--- src/rtl/mole_round_scheduler.sv ---
// mole_round_scheduler: sequences whack-a-mole rounds (gap, show, level-up,
// miss-out, game over) and drives target load and display blanking.
module mole_round_scheduler #(
    parameter int unsigned CW             = 24,
    parameter int unsigned DWELL_INIT     = 10_000_000,
    parameter int unsigned DWELL_STEP     = 1_000_000,
    parameter int unsigned DWELL_MIN      = 2_000_000,
    parameter int unsigned GAP_CYCLES     = 1_000_000,
    parameter int unsigned HITS_PER_LEVEL = 4,
    parameter int unsigned MAX_MISSES     = 3
) (
    input  logic          clk,
    input  logic          rst,
    input  logic          start,
    input  logic [2:0]    rand_seg,
    input  logic          hit,
    input  logic          timer_end,
    output logic          mole_active,
    output logic          mole_req,
    output logic [2:0]    segment_select,
    output logic [3:0]    level,
    output logic [CW-1:0] dwell_cycles,
    output logic [3:0]    miss_cnt,
    output logic          round_over
);

    typedef enum logic [1:0] {
        IDLE = 2'd0,
        GAP  = 2'd1,
        SHOW = 2'd2,
        OVER = 2'd3
    } state_t;

    localparam int unsigned HW = $clog2(HITS_PER_LEVEL + 1);

    localparam logic [CW-1:0] DWELL_INIT_C = CW'(DWELL_INIT);
    localparam logic [CW-1:0] DWELL_STEP_C = CW'(DWELL_STEP);
    localparam logic [CW-1:0] DWELL_MIN_C  = CW'(DWELL_MIN);
    localparam logic [CW-1:0] GAP_LAST     = CW'(GAP_CYCLES - 1);
    localparam logic [CW-1:0] TIMER_ONE    = CW'(1);
    // One extra bit so MIN+STEP cannot wrap when compared against dwell.
    localparam logic [CW:0]   DWELL_KNEE   = (CW + 1)'(DWELL_MIN + DWELL_STEP);
    localparam logic [HW-1:0] HPL_C        = HW'(HITS_PER_LEVEL);
    localparam logic [HW-1:0] HIT_ONE      = HW'(1);
    localparam logic [3:0]    MAX_MISS_C   = 4'(MAX_MISSES);

    state_t        state_q,       state_d;
    logic [CW-1:0] timer_q,       timer_d;
    logic [HW-1:0] hit_ctr_q,     hit_ctr_d;
    logic [2:0]    prev_q,        prev_d;
    logic          mole_active_q, mole_active_d;
    logic          mole_req_q,    mole_req_d;
    logic [2:0]    seg_q,         seg_d;
    logic [3:0]    level_q,       level_d;
    logic [CW-1:0] dwell_q,       dwell_d;
    logic [3:0]    miss_q,        miss_d;
    logic          over_q,        over_d;

    logic [2:0]    cand;
    logic [2:0]    pick;
    logic [3:0]    miss_inc;
    logic          do_init;

    // Target pick: fold 7 onto 0, then step past a repeat of the last target.
    always_comb begin
        cand = (rand_seg == 3'd7) ? 3'd0 : rand_seg;
        pick = cand;
        if (cand == prev_q) begin
            pick = (cand == 3'd6) ? 3'd0 : cand + 3'd1;
        end
    end

    // Next-state and registered-output values for the round FSM.
    always_comb begin
        state_d       = state_q;
        timer_d       = timer_q;
        hit_ctr_d     = hit_ctr_q;
        prev_d        = prev_q;
        mole_active_d = mole_active_q;
        mole_req_d    = 1'b0;
        seg_d         = seg_q;
        level_d       = level_q;
        dwell_d       = dwell_q;
        miss_d        = miss_q;
        over_d        = over_q;
        miss_inc      = miss_q + 4'd1;
        do_init       = 1'b0;

        case (state_q)
            IDLE: begin
                if (start) begin
                    do_init = 1'b1;
                end
            end
            GAP: begin
                mole_active_d = 1'b0;
                if (timer_end) begin
                    state_d = OVER;
                    over_d  = 1'b1;
                end else if (timer_q == '0) begin
                    state_d       = SHOW;
                    mole_active_d = 1'b1;
                    mole_req_d    = 1'b1;
                    timer_d       = dwell_q - TIMER_ONE;
                    seg_d         = pick;
                    prev_d        = pick;
                end else begin
                    timer_d = timer_q - TIMER_ONE;
                end
            end
            SHOW: begin
                if (timer_end) begin
                    state_d       = OVER;
                    over_d        = 1'b1;
                    mole_active_d = 1'b0;
                end else if (hit) begin
                    state_d       = GAP;
                    timer_d       = GAP_LAST;
                    mole_active_d = 1'b0;
                    if (hit_ctr_q + HIT_ONE == HPL_C) begin
                        hit_ctr_d = '0;
                        level_d   = (level_q == 4'd15) ? level_q : level_q + 4'd1;
                        dwell_d   = ({1'b0, dwell_q} < DWELL_KNEE) ? DWELL_MIN_C
                                                                   : dwell_q - DWELL_STEP_C;
                    end else begin
                        hit_ctr_d = hit_ctr_q + HIT_ONE;
                    end
                end else if (timer_q == '0) begin
                    miss_d        = miss_inc;
                    mole_active_d = 1'b0;
                    if (miss_inc == MAX_MISS_C) begin
                        state_d = OVER;
                        over_d  = 1'b1;
                    end else begin
                        state_d = GAP;
                        timer_d = GAP_LAST;
                    end
                end else begin
                    timer_d = timer_q - TIMER_ONE;
                end
            end
            OVER: begin
                mole_active_d = 1'b0;
                if (start) begin
                    do_init = 1'b1;
                end
            end
            default: begin
                state_d = IDLE;
            end
        endcase

        // Game (re)start from IDLE or OVER.
        if (do_init) begin
            state_d       = GAP;
            level_d       = '0;
            dwell_d       = DWELL_INIT_C;
            miss_d        = '0;
            hit_ctr_d     = '0;
            timer_d       = GAP_LAST;
            mole_active_d = 1'b0;
            over_d        = 1'b0;
        end
    end

    // State and output registers with asynchronous reset.
    always_ff @(posedge clk or posedge rst) begin
        if (rst) begin
            state_q       <= IDLE;
            timer_q       <= '0;
            hit_ctr_q     <= '0;
            prev_q        <= '0;
            mole_active_q <= 1'b0;
            mole_req_q    <= 1'b0;
            seg_q         <= '0;
            level_q       <= '0;
            dwell_q       <= DWELL_INIT_C;
            miss_q        <= '0;
            over_q        <= 1'b0;
        end else begin
            state_q       <= state_d;
            timer_q       <= timer_d;
            hit_ctr_q     <= hit_ctr_d;
            prev_q        <= prev_d;
            mole_active_q <= mole_active_d;
            mole_req_q    <= mole_req_d;
            seg_q         <= seg_d;
            level_q       <= level_d;
            dwell_q       <= dwell_d;
            miss_q        <= miss_d;
            over_q        <= over_d;
        end
    end

    assign mole_active    = mole_active_q;
    assign mole_req       = mole_req_q;
    assign segment_select = seg_q;
    assign level          = level_q;
    assign dwell_cycles   = dwell_q;
    assign miss_cnt       = miss_q;
    assign round_over     = over_q;

endmodule

--- config.mk ---
export PLATFORM = sky130hd
export DESIGN_NAME = mole_round_scheduler
export DESIGN_NICKNAME = d
export VERILOG_FILES = /design/src/rtl/mole_round_scheduler.sv
export SDC_FILE = /design/constraint.sdc
export NUM_CORES = 1
export LEC_CHECK = 0
export ABC_AREA = 1
export CAP_MARGIN = 20
export CORE_ASPECT_RATIO = 1.25
export CORE_MARGIN = 2
export CORE_UTILIZATION = 50
export DETAILED_ROUTE_END_ITERATION = 16
export GPL_TIMING_DRIVEN = 1
export PLACE_DENSITY = 0.79
export REMOVE_ABC_BUFFERS = 1
export SLEW_MARGIN = 20
export SYNTH_ARGS = -nofsm -noshare
export SYNTH_HDL_FRONTEND = slang
export SYNTH_SLANG_ARGS = --single-unit
--- constraint.sdc ---
create_clock -name clk -period 1.8 [get_ports clk]
set_input_delay 0.27 -clock clk [delete_from_list [all_inputs] [get_ports clk]]
set_output_delay 0.27 -clock clk [all_outputs]
set_load 0.005 [all_outputs]
Yosys cells after proc, flatten, opt, wreduce, memory -nomap -nowiden. Cells that the tools add are included.

$add $sub $neg: 7. $mul: 0. Div/mod/pow operators: 0. $lt $le $gt $ge: 1. Equal/unequal tests: 21. Shifts and indexed selects: 0. Mux-type cells: 58. Bitwise logic cells: 1. Reduce and logical (&&, ||, !) cells: 18.

Operator list (count): 2-to-1 mux 24 bit (13); case mux 24 bit (2 select lines) (1); subtractor 24 x 1 -> 24 bit (second input constant) (2); 2-to-1 mux 4 bit (11); logical NOT 24 bit (1); < comparator 24 x 22 -> 1 bit (second input constant) (1); 2-to-1 mux 3 bit (8); subtractor 24 x 20 -> 24 bit (second input constant) (1); inequality test 4 bit (second input constant) (4); 2-to-1 mux 1 bit (15); 2-to-1 mux 2 bit (7); AND reduction 4 bit (3); inequality test 5 bit (second input constant) (2); AND reduction 5 bit (2); == test 3 bit (second input constant) (3); inequality test 3 bit (second input constant) (3); AND reduction 3 bit (3); adder 4 x 1 -> 4 bit (second input constant) (2); nonzero test 2 bit (4); adder 3 x 1 -> 3 bit (second input constant) (2); == test 2 bit (second input constant) (2); == test 4 x 2 -> 1 bit (second input constant) (1); == test 4 bit (second input constant) (1); inequality test 2 x 1 -> 1 bit (second input constant) (2); 12 further kinds (12).

Flip-flop bits (word level): 67. Bits in latches: 0. RAM bits: 0. Memory bits (read-only): 0. Output and inout port bits: 38. Word-level logic and storage cells: 116. Memories kept: 0.

Depth between registers and ports, before layout. Gate-level depths: netlist of run 1.

Depth in word-level cells: 8. Gate-level depth with buffers: 14. Mapped depth without buffers: 13.

Worst setup path after synthesis of run 1. OpenSTA, ideal clock, no wires.

Path kind: register to register. Start point: register state_q[0]. End point: register timer_q[1]. Data arrival time: 1738 ps. Required time: 1682 ps. Path slack: -57 ps. Cell stages (with the launch flop): 12. Path buffers: 1. Period minus slack after synthesis: 1857 ps. Cell sequence: dfrtp_1 > inv_1 > ha_1 > nand2_2 > inv_2 > nor2_1 > nand3_4 > nand2_4 > inv_2 > buf_6 > nand2_2 > o21ai_2.

Longest elaborated chain between the ends: 5.

RTL lines: start: declaration (RTL line 47) `state_t state_q, state_d;`; start signal: assignment (RTL line 181) `state_q <= state_d;`; == test 2 bit or logical NOT 2 bit (tied branches) (RTL line 89) `case (state_q)`; OR reduction 2 bit (no line); 2-to-1 mux 1 bit; inequality test 5 bit (no line) (tied with other cells); AND reduction 4 bit (no line); end signal: assignment (RTL line 182) `timer_q <= timer_d;`; end: declaration (RTL line 48) `logic [CW-1:0] timer_q, timer_d;`.

Parallel ways exist; a longest one is shown, timed or not. A chain may end at the register's enable or synchronous reset.

Worst setup path in the final report of run 1.
Start point: register timer_q[13]. End point: register state_q[0].

Longest elaborated chain between the ends: 3.

RTL lines (RTL line): logical NOT 24 bit (*) (100, 128); inequality test 5 bit (no line) or inequality test 4 bit (tied branches); AND reduction 3 bit (no line) (*).

Mark *: on every way between the ends. The rest lies on a longest branch, timed or not.

==> results of run 1 <==
## timing repair
| item | in CTS | in global routing |
|---|---|---|
| endpoints found under the setup margin | 34 | 52 |
| pin swaps | 1 | 16 |
| setup buffers | 2 | 5 |
| gates cloned | 0 | 1 |
| endpoints found under the hold margin | 0 | 0 |
| gates resized for setup | 9 | 79 |
| hold buffers | 0 | 0 |
## sequential cells by signal, indices dropped and copies added (netlist names)
name,count
state_q,2
round_over,1
level,4
dwell_cycles,18
mole_req,1
miss_cnt,4
mole_active,1
hit_ctr_q,3
timer_q,24
segment_select,3
## cell families after synthesis
group	count (synthesis)
compound gates	64
simple gates	467
buf+inv	106
other cells	1
fa+ha+maj	14
mux	1
flops	61
xor+xnor	29
## worst paths after layout
check	from	end
max	timer_q[13]	state_q[0]
min	rst	level[0]
max reg2reg	timer_q[13]	state_q[0]
min reg2reg	round_over	round_over
max in group asynchronous	rst	dwell_cycles[15]
min in group clk	round_over	round_over
## cell type report
| type | count | area, sq um |
|---|---|---|
| Inverter | 89 | 356.6 |
| Fill cell | 761 | 3088 |
| Clock buffer | 12 | 236.5 |
| Sequential cell | 61 | 1543 |
| Clock inverter | 4 | 72.57 |
| Timing Repair Buffer | 112 | 975.9 |
| Tap cell | 126 | 157.7 |
| Multi-Input combinational cell | 582 | 3129 |
## power by group
part	leakage, nW	total, W	switching [W]	internal (W)
sequential	0.740	0.00236	0.000516	0.00184
combinational	2.29	0.00551	0.00316	0.00235
clock	0.147	0.00183	0.000620	0.00121
## metrics by stage
| stage | hold WS [ns] | cells |
|---|---|---|
| 2_1_floorplan | 0.3535 | 731 |
| 3_3_place_gp | 0.4642 | 963 |
| 3_5_place_dp | 0.4701 | 963 |
| 4_1_cts | 0.3378 | 981 |
| 5_1_grt | 0.3666 | 986 |
| 6_report | 0.3265 | 986 |
## synthesized netlist by cell type (all sizes together)
cell type,number,area (sq um)
clkbuf,2,7.510
o21ai,38,224.0
o2111ai,1,8.760
inv,89,334.1
nand3b,2,15.01
o21bai,2,15.01
conb,1,3.750
a21oi,17,85.08
dfstp,8,210.2
mux2i,1,10.01
and2,1,6.260
a21boi,2,15.01
nand3,83,445.4
xnor2,6,52.55
nor2,118,511.7
a22oi,2,15.01
nand4,18,112.6
xor2,23,201.4
buf,15,117.6
o31ai,1,7.510
ha,14,175.2
nor3,7,35.03
dfrtp,53,1326
or2,1,6.260
o211ai,1,7.510
nand2,237,957.2
## routing by layer
metal | vias up | wire [microns]
met5 | - | 0
met2 | 276 | 7523
li1 | 2588 | -
met3 | 73 | 925
met1 | 2524 | 5701
met4 | 0 | 847
## critical path, cell delays in order (launching register included)
cell and delay [ns]:
dfrtp_1 0.45, nor2_4 0.18, nand2_4 0.09, nor2_4 0.19, nand3_1 0.19, nand2_1 0.10
inv_1 0.06, nand2_1 0.17, nand3_1 0.13, nand2_1 0.08, nand2_1 0.05
==> out/metrics.cfg, run 1 <==
[global_routing]
grt_pass1_vias=5307
top_usage_layer=met2
grt_use_total_pct=27.98
met2_usage_pct=48.52
grt_start_max_net_pins=62
antenna_found_initial=0
met1_usage_pct=32.47
grt_use_met3_pct=4.587
grt_pass1_wl_microns=23950
overflow=0

[die]
pin_count=46
core_region_area_sq_um=9559
die_area_sq_um=10620
die_y_microns=114.7
fp.dieW_microns=92.60
initial_core_util_pct=51.32
std_cell_rows=40

[timing]
setup_slack_ns=0.007242
final.period_utilization_pct=99.60
timing_hold_violations_final=0
fmax_mhz=557.8
fin_worst_skew_ns=0.007176
rsz0062_at_grt=true
slew_viol_final=0
tns_ns=0
min_period_ns=1.793
setup_viol=0

[synthesis]
synthSimpleGateAreaFrac_pct=42.59
synth_seq_cells=61
synth_adder_area_share_pct=3.571
syn_avg_cell_area_sq_um=6.603
netlist_instances=743
synthXorXnorAreaFrac_pct=5.177
synth_cell_types=39
synth-compound-area-share_pct=7.702
netlist_area_sq_um=4906
ys_seq_area_share_pct=31.32
ys_warn_count=0
synth_top_family_by_area=simple AND/OR/NAND/NOR gates
synthMuxAreaShare_pct=0.2040

[worst_setup_path]
critPathKind=reg -> reg
worst_ep_arrival_time_ns=2.01
r2r_slack_ns=0.007
cp-start-kind=flop
end_kind=flop
rr_worst_depth=10
required_ns=2.02
crit_fanout=5

[flow_run]
drv_cap=0

[route]
vias=5461
wl_microns=15000
vias_per_cell=5.539
dr.first_iter.drc_count=544
postRouteAntennaNets=0
drc=0
wl_per_cell_microns=15.21
firstDrtPassIters=5

[cts]
clockBufferDepth=2
cts-root-buf=clkbuf_16
clock_sinks=61
numCtsBuffers=9
worstSkewPairLatency_ns=0.33
clk_pin_slew_ns=0.05
cts_max_level=3
tritoncts=yes

[final_layout]
layout_common_cells=nand2_1, nor2_1, nand3_1, inv_1, buf_4
layout_commonest_cell=nand2_1
final_core_util_pct=67.70
drive_gt1_share_pct=22.91
antenna_cells=0
design_area_sq_um=6471
area_delta_synth_final_pct=31.91
nets=877

[placed_design]
gp_congestion=1.026
dp_slack_ns=-0.1221
placed_area_sq_um=5876
port_buffers=39
place_hpwl_microns=10610

[pwr]
p_leak_nw=3.180
max-vdd-ir-drop_mv=0.9580
finalPower_w=0.009697
powerDensity_nw_per_um2=1499

[min_path]
hold_class=in -> async

[status]
status=finished clean

No activity file was read; power rests on OpenSTA's default activity.
==> run 2: changes to the inputs <==
- CELL_PAD_IN_SITES_DETAIL_PLACEMENT: unset -> 1
- CELL_PAD_IN_SITES_GLOBAL_PLACEMENT: unset -> 1
- CORE_UTILIZATION: 50 -> 38
- PLACE_DENSITY: 0.79 -> 0.83
- SKIP_CTS_REPAIR_TIMING: unset -> 1
==> run 2 against run 1 <==
The flow now finishes with violations (setup timing). Largest power group unchanged. Sequential share of layout area fell by 1.3 points. Largest cell class unchanged. Fmax shrank 7.3%. Setup slack worse by 0.14 ns. Final area grew 5.5%. First-iteration DRC count is 36% lower. Clock-buffer cell count stayed put.
==> out/metrics.cfg, run 2 (same netlist as run 1, synthesis figures left out) <==
[status]
status=complete, but fails checks  ; was finished clean
violations=setup timing

[pwr]
p_leak_nw=3.309  ; was 3.180 nW
finalPower_w=0.01049  ; was 0.009697 W
powerDensity_nw_per_um2=1537  ; was 1499 nW/um^2
max-vdd-ir-drop_mv=0.8363  ; was 0.9580 mV

[placed_design]
placed_area_sq_um=6096  ; was 5876 sq um
place_hpwl_microns=13870  ; was 10,610 microns
port_buffers=39  ; unchanged
dp_slack_ns=-0.2181  ; was -0.1221 ns
gp_congestion=0.9348  ; was 1.026
dp_cells=1024  ; was 963

[cts]
clockBufferDepth=2  ; unchanged
clk_pin_slew_ns=0.06  ; was 0.05 ns
clock_sinks=61  ; unchanged
worstSkewPairLatency_ns=0.35  ; was 0.33 ns
numCtsBuffers=9  ; unchanged
cts-root-buf=clkbuf_16  ; unchanged
tritoncts=yes  ; unchanged
cts_max_level=3  ; unchanged

[timing]
slew_viol_final=0  ; unchanged
final.period_utilization_pct=107.4  ; was 99.60%
min_period_ns=1.933  ; was 1.793 ns
rsz0062_at_grt=true  ; unchanged
whs_ns=0.1382  ; was 0.3265 ns
fin_worst_skew_ns=0.006814  ; was 0.007176 ns
timing_hold_violations_final=0  ; unchanged
setup_slack_ns=-0.1334  ; was 0.007242 ns
setup_viol=25  ; was 0
fmax_mhz=517.2  ; was 557.8 MHz

[worst_setup_path]
crit_fanout=17  ; was 5
end_kind=flop  ; unchanged
required_ns=2.04  ; was 2.02 ns
crit_chain=inv_2 -> ha_4 -> nand2_4 -> inv_2 -> nor2_1 -> inv_1 -> nor2_2 -> nand2_2 -> inv_8 -> nand2_1 -> nand2_1 -> inv_1  ; was nor2_4 -> nand2_4 -> nor2_4 -> nand3_1 -> nand2_1 -> inv_1 -> nand2_1 -> nand3_1 -> nand2_1 -> nand2_1
worst_ep_arrival_time_ns=2.18  ; was 2.01 ns
slowest_stage=dfrtp_1  ; unchanged
cp-start-kind=flop  ; unchanged
critPathKind=reg -> reg  ; unchanged
critPathMaxStageDelay_ns=0.40  ; was 0.45 ns

[route]
vias_per_cell=5.674  ; was 5.539
wl_per_cell_microns=20.84  ; was 15.21 microns
wl_microns=21930  ; was 15,000 microns
drc=0  ; unchanged
firstDrtPassIters=5  ; unchanged
vias=5969  ; was 5,461
postRouteAntennaNets=0  ; unchanged
dr.first_iter.drc_count=350  ; was 544

[final_layout]
layout_common_cells=nand2_1, buf_4, nor2_1, nand3_1, inv_1  ; was nand2_1, nor2_1, nand3_1, inv_1, buf_4
design_area_sq_um=6828  ; was 6471 sq um
area_delta_synth_final_pct=39.17  ; was 31.91%
nets=901  ; was 877
instances_no_fill=1052  ; was 986
top_register=timer_q  ; unchanged
antenna_cells=0  ; unchanged
nFillCells=1632  ; was 761
layout_commonest_cell=nand2_1  ; unchanged
largest_register_ffs=24  ; unchanged
drive_gt1_share_pct=26.70  ; was 22.91%

[die]
pin_count=46  ; unchanged
die_y_microns=131.0  ; was 114.7 microns
initial_core_util_pct=38.75  ; was 51.32%
core_region_area_sq_um=12660  ; was 9559 sq um
std_cell_rows=46  ; was 40
fp.dieW_microns=105.6  ; was 92.60 microns
die_area_sq_um=13840  ; was 10,620 sq um

[global_routing]
grt_start_max_net_pins=30  ; was 62
overflow=0  ; unchanged
antenna_found_initial=0  ; unchanged
grt_pass1_wl_microns=30540  ; was 23,950 microns
grt_use_total_pct=27.67  ; was 27.98%
grt_pass1_vias=6181  ; was 5,307

[min_path]
hold_class=in -> async  ; unchanged

[flow_run]
drv_cap=0  ; unchanged

## run 2: cell types whose count changed in the layout (fill, tap and decap cells not counted), moves of 3 or more
cell	previous run	this run
buf_4	69	85
o21ai_1	9	3
buf_6	2	7
nand3_1	77	72
nand3_2	4	8
o21ai_0	21	25
inv_4	2	5
nand2_4	7	10
## run 2: per-layer routing
metal | GRT usage [%] | vias to the layer above | wire length (microns)
li1 | - | 2631 | -
met1 | 30.57 | 2940 | 8002
met2 | 52.83 | 291 | 11430
met3 | 2.728 | 107 | 1174
met4 | 14.01 | 0 | 1324
met5 | 0 | - | 0
## run 2: layout make-up
| class | instances | area (sq um) | area share, % |
|---|---|---|---|
| well taps | 168 | 210.2 | 3.079 |
| repair buffers | 136 | 1217 | 17.83 |
| clock buffers | 12 | 246.5 | 3.610 |
| multi-input cells | 582 | 3226 | 47.24 |
| inverters | 89 | 362.8 | 5.314 |
| clock inverters | 4 | 25.02 | 0.3665 |
| flip-flops and latches | 61 | 1540 | 22.56 |
## run 2: metrics by stage
| step | utilization, % | TNS (ns) |
|---|---|---|
| after floorplan | - | -3.134 |
| after global placement | 48.14 | -0.5757 |
| after detailed placement | 48.14 | -3.026 |
| after CTS | 50.29 | -4.308 |
| after global routing | 53.92 | -3.794 |
| final | 53.92 | -1.175 |
## run 2: final timing paths
kind	cells past startpoint	startpoint	slack, ns	to
worst max register to register	12	state_q[0]	-0.13	timer_q[16]
worst max-delay path	12	state_q[0]	-0.13	timer_q[16]
worst min-delay path	2	rst	0.14	level[3]
worst min register to register	2	round_over	0.50	round_over
min in group clk	2	round_over	0.50	round_over
max in group asynchronous	3	rst	1.13	dwell_cycles[20]
## run 2: worst max-delay path: cells and delay by family, from the launching register on
kind / cells / cell delay (ns)
fa+ha+maj: 1 / 0.23
buf+inv: 5 / 0.48
simple gates: 6 / 0.69
flops: 1 / 0.40
## run 2: where the power goes
part	internal, W	switching, W
clock	0.000965	0.000693
sequential	0.00183	0.000530
combinational	0.00270	0.00377
total	0.00550	0.00499
==> run 3: changes to the inputs <==
- MAX_ROUTING_LAYER: unset -> met4
==> run 3 against run 2 <==
Setup slack worse by 0.016 ns. Core utilization is 0.99 points higher. Largest cell class unchanged. Via count is 2.8% higher. Final cell count grew 0.19%. Total power is 1.8% higher. The run still ends with setup timing left. Sequential cell count unchanged. Final area grew 1.8%.
==> out/metrics.cfg, run 3 (same netlist as run 1, synthesis figures left out) <==
[pwr]
p_switching_w=0.005146  ; was 0.004994 W
p_sw_share_pct=48.18  ; was 47.60%
p_leak_nw=3.349  ; was 3.309 nW
max-vdd-ir-drop_mv=0.9468  ; was 0.8363 mV
powerDensity_nw_per_um2=1536  ; was 1537 nW/um^2
p_int_w=0.005534  ; was 0.005498 W
finalPower_w=0.01068  ; was 0.01049 W
seqPwrFrac_pct=22.3  ; was 22.5%
share_comb_of_total_power_pct=62.3  ; was 61.7%
clockPowerShare_pct=15.5  ; was 15.8%

[worst_setup_path]
crit_fanout=5  ; was 17
critPathKind=reg -> reg  ; unchanged
cp.buffers_inverters=2  ; was 5
slowest_stage=dfrtp_1  ; unchanged
cpLargestDelayFamily=simple AND/OR/NAND/NOR gates  ; unchanged
crit_path_frequent_cell=nand2_2
critPathMaxStageDelay_ns=0.39  ; was 0.40 ns
end_kind=flop  ; unchanged
crit_chain=inv_2 -> ha_4 -> inv_2 -> nor2_1 -> nand2_1 -> nor2_2 -> nand3_4 -> nor2_4 -> nand2_2 -> nand2_2 -> nand2_2 -> o21ai_2  ; was inv_2 -> ha_4 -> nand2_4 -> inv_2 -> nor2_1 -> inv_1 -> nor2_2 -> nand2_2 -> inv_8 -> nand2_1 -> nand2_1 -> inv_1
rr_worst_depth=12  ; unchanged
cp-start-kind=flop  ; unchanged
cp_num_cells=12  ; unchanged
required_ns=2.07  ; was 2.04 ns
worst_ep_arrival_time_ns=2.22  ; was 2.18 ns

[route]
drc=0  ; unchanged
vias_per_cell=5.823  ; was 5.674
wl_per_cell_microns=21.25  ; was 20.84 microns
vias=6137  ; was 5,969
wl_microns=22400  ; was 21,930 microns
firstDrtPassIters=5  ; unchanged
postRouteAntennaNets=0  ; unchanged
dr.first_iter.drc_count=522  ; was 350

[final_layout]
antenna_cells=0  ; unchanged
instances_no_fill=1054  ; was 1,052
area_delta_synth_final_pct=41.72  ; was 39.17%
layout_common_cells=nand2_1, buf_4, nor2_1, inv_1, nand3_1  ; was nand2_1, buf_4, nor2_1, nand3_1, inv_1
nets=903  ; was 901
top_register=timer_q  ; unchanged
final_core_util_pct=54.91  ; was 53.92%
largest_register_ffs=24  ; unchanged
design_area_sq_um=6953  ; was 6828 sq um
nFillCells=1627  ; was 1,632
layout_commonest_cell=nand2_1  ; unchanged
drive_gt1_share_pct=28.78  ; was 26.70%

[die]
std_cell_rows=46  ; unchanged
pin_count=46  ; unchanged
fp.dieW_microns=105.6  ; unchanged
die_area_sq_um=13840  ; unchanged
core_region_area_sq_um=12660  ; unchanged
initial_core_util_pct=38.75  ; unchanged
die_y_microns=131.0  ; unchanged

[flow_run]
drv_cap=0  ; unchanged

[cts]
tritoncts=yes  ; unchanged
cts_max_level=3  ; unchanged
clock_sinks=61  ; unchanged
clockBufferDepth=2  ; unchanged
numCtsBuffers=9  ; unchanged
cts-root-buf=clkbuf_16  ; unchanged
worstSkewPairLatency_ns=0.35  ; about the same
clk_pin_slew_ns=0.06  ; about the same

[timing]
final.period_utilization_pct=108.3  ; was 107.4%
timing_hold_violations_final=0  ; unchanged
tns_ns=-2.462  ; was -1.175 ns
slew_viol_final=0  ; unchanged
fmax_mhz=513.1  ; was 517.2 MHz
setup_viol=38  ; was 25
rsz0062_at_grt=true  ; unchanged
setup_slack_ns=-0.1490  ; was -0.1334 ns
min_period_ns=1.949  ; was 1.933 ns
fin_worst_skew_ns=0.01179  ; was 0.006814 ns

[status]
violations=setup timing  ; unchanged
status=complete, but fails checks  ; unchanged

[global_routing]
overflow=0  ; unchanged
antenna_found_initial=0  ; unchanged
grt_pass1_wl_microns=30190  ; was 30,540 microns
grt_pass1_vias=6212  ; was 6,181
grt_use_total_pct=28.45  ; was 27.67%
grt_start_max_net_pins=30  ; unchanged

[placed_design]
port_buffers=39  ; unchanged
dp_cells=1025  ; was 1,024
placed_area_sq_um=6103  ; was 6096 sq um
gp_congestion=0.9928  ; was 0.9348
place_hpwl_microns=14150  ; was 13,870 microns

[min_path]
hold_class=in -> async  ; unchanged

==> run 3: cell count changes in the layout (fill, tap and decap cells not counted), moves of 4 or more <==
| cell | delta |
|---|---|
| nand2_1 | -5 |
| nor2_1 | -4 |
| nor2_4 | +4 |
| o21ai_0 | -7 |
| o21ai_1 | +5 |
==> run 3: worst reg2reg max path, stage by stage (launching register included) <==
cell and delay, ns:
dfrtp_1 0.39, inv_2 0.09, ha_4 0.15, inv_2 0.04, nor2_1 0.15, nand2_1 0.10
nor2_2 0.15, nand3_4 0.17, nor2_4 0.28, nand2_2 0.13, nand2_2 0.11, nand2_2 0.07
o21ai_2 0.05
==> run 3: power groups by stage <==
stage	sequential [W]	clock [W]	combinational [W]
after floorplan	0.00228	0	0.00273
after global placement	0.00227	0	0.00512
after detailed placement	0.00230	0	0.00539
after CTS	0.00229	0.00166	0.00550
after global routing	0.00241	0.00170	0.00711
final	0.00238	0.00165	0.00665
==> run 3: area by class of cell <==
cell class	instances	area (sq um)	share of cell area [%]
timing repair buffer	138	1241	17.85
multi-input combinational	582	3319	47.74
inverter	89	369.1	5.309
tap	168	210.2	3.023
clock inverter	4	25.02	0.3599
clock buffer	12	246.5	3.545
sequential	61	1541	22.17
==> run 3: path summary, 6_finish.rpt <==
kind / startpoint / endpoint / slack (ns)
max: timer_q[0] / timer_q[12] / -0.15
min: rst / level[0] / 0.13
max reg2reg: timer_q[0] / timer_q[12] / -0.15
min in group clk: timer_q[21] / timer_q[21] / 0.52
min reg2reg: timer_q[21] / timer_q[21] / 0.52
max in group asynchronous: rst / dwell_cycles[19] / 1.13
==> run 3: through the flow <==
step                      setup slack, ns  hold slack [ns]
after floorplan                   -0.1971           0.3535
after global placement           -0.07801           0.4541
after detailed placement          -0.1624           0.4670
after CTS                         -0.2156           0.1363
after global routing              -0.2695           0.1735
final                             -0.1490           0.1318
==> run 3: metal layers <==
layer | GRT usage (%) | vias up | share of wire, %
met5 | - | - | 0
met4 | 15.79 | 0 | 7.0
met3 | 4.415 | 148 | 5.4
met2 | 52.22 | 308 | 52
met1 | 29.13 | 3048 | 36
li1 | - | 2633 | -
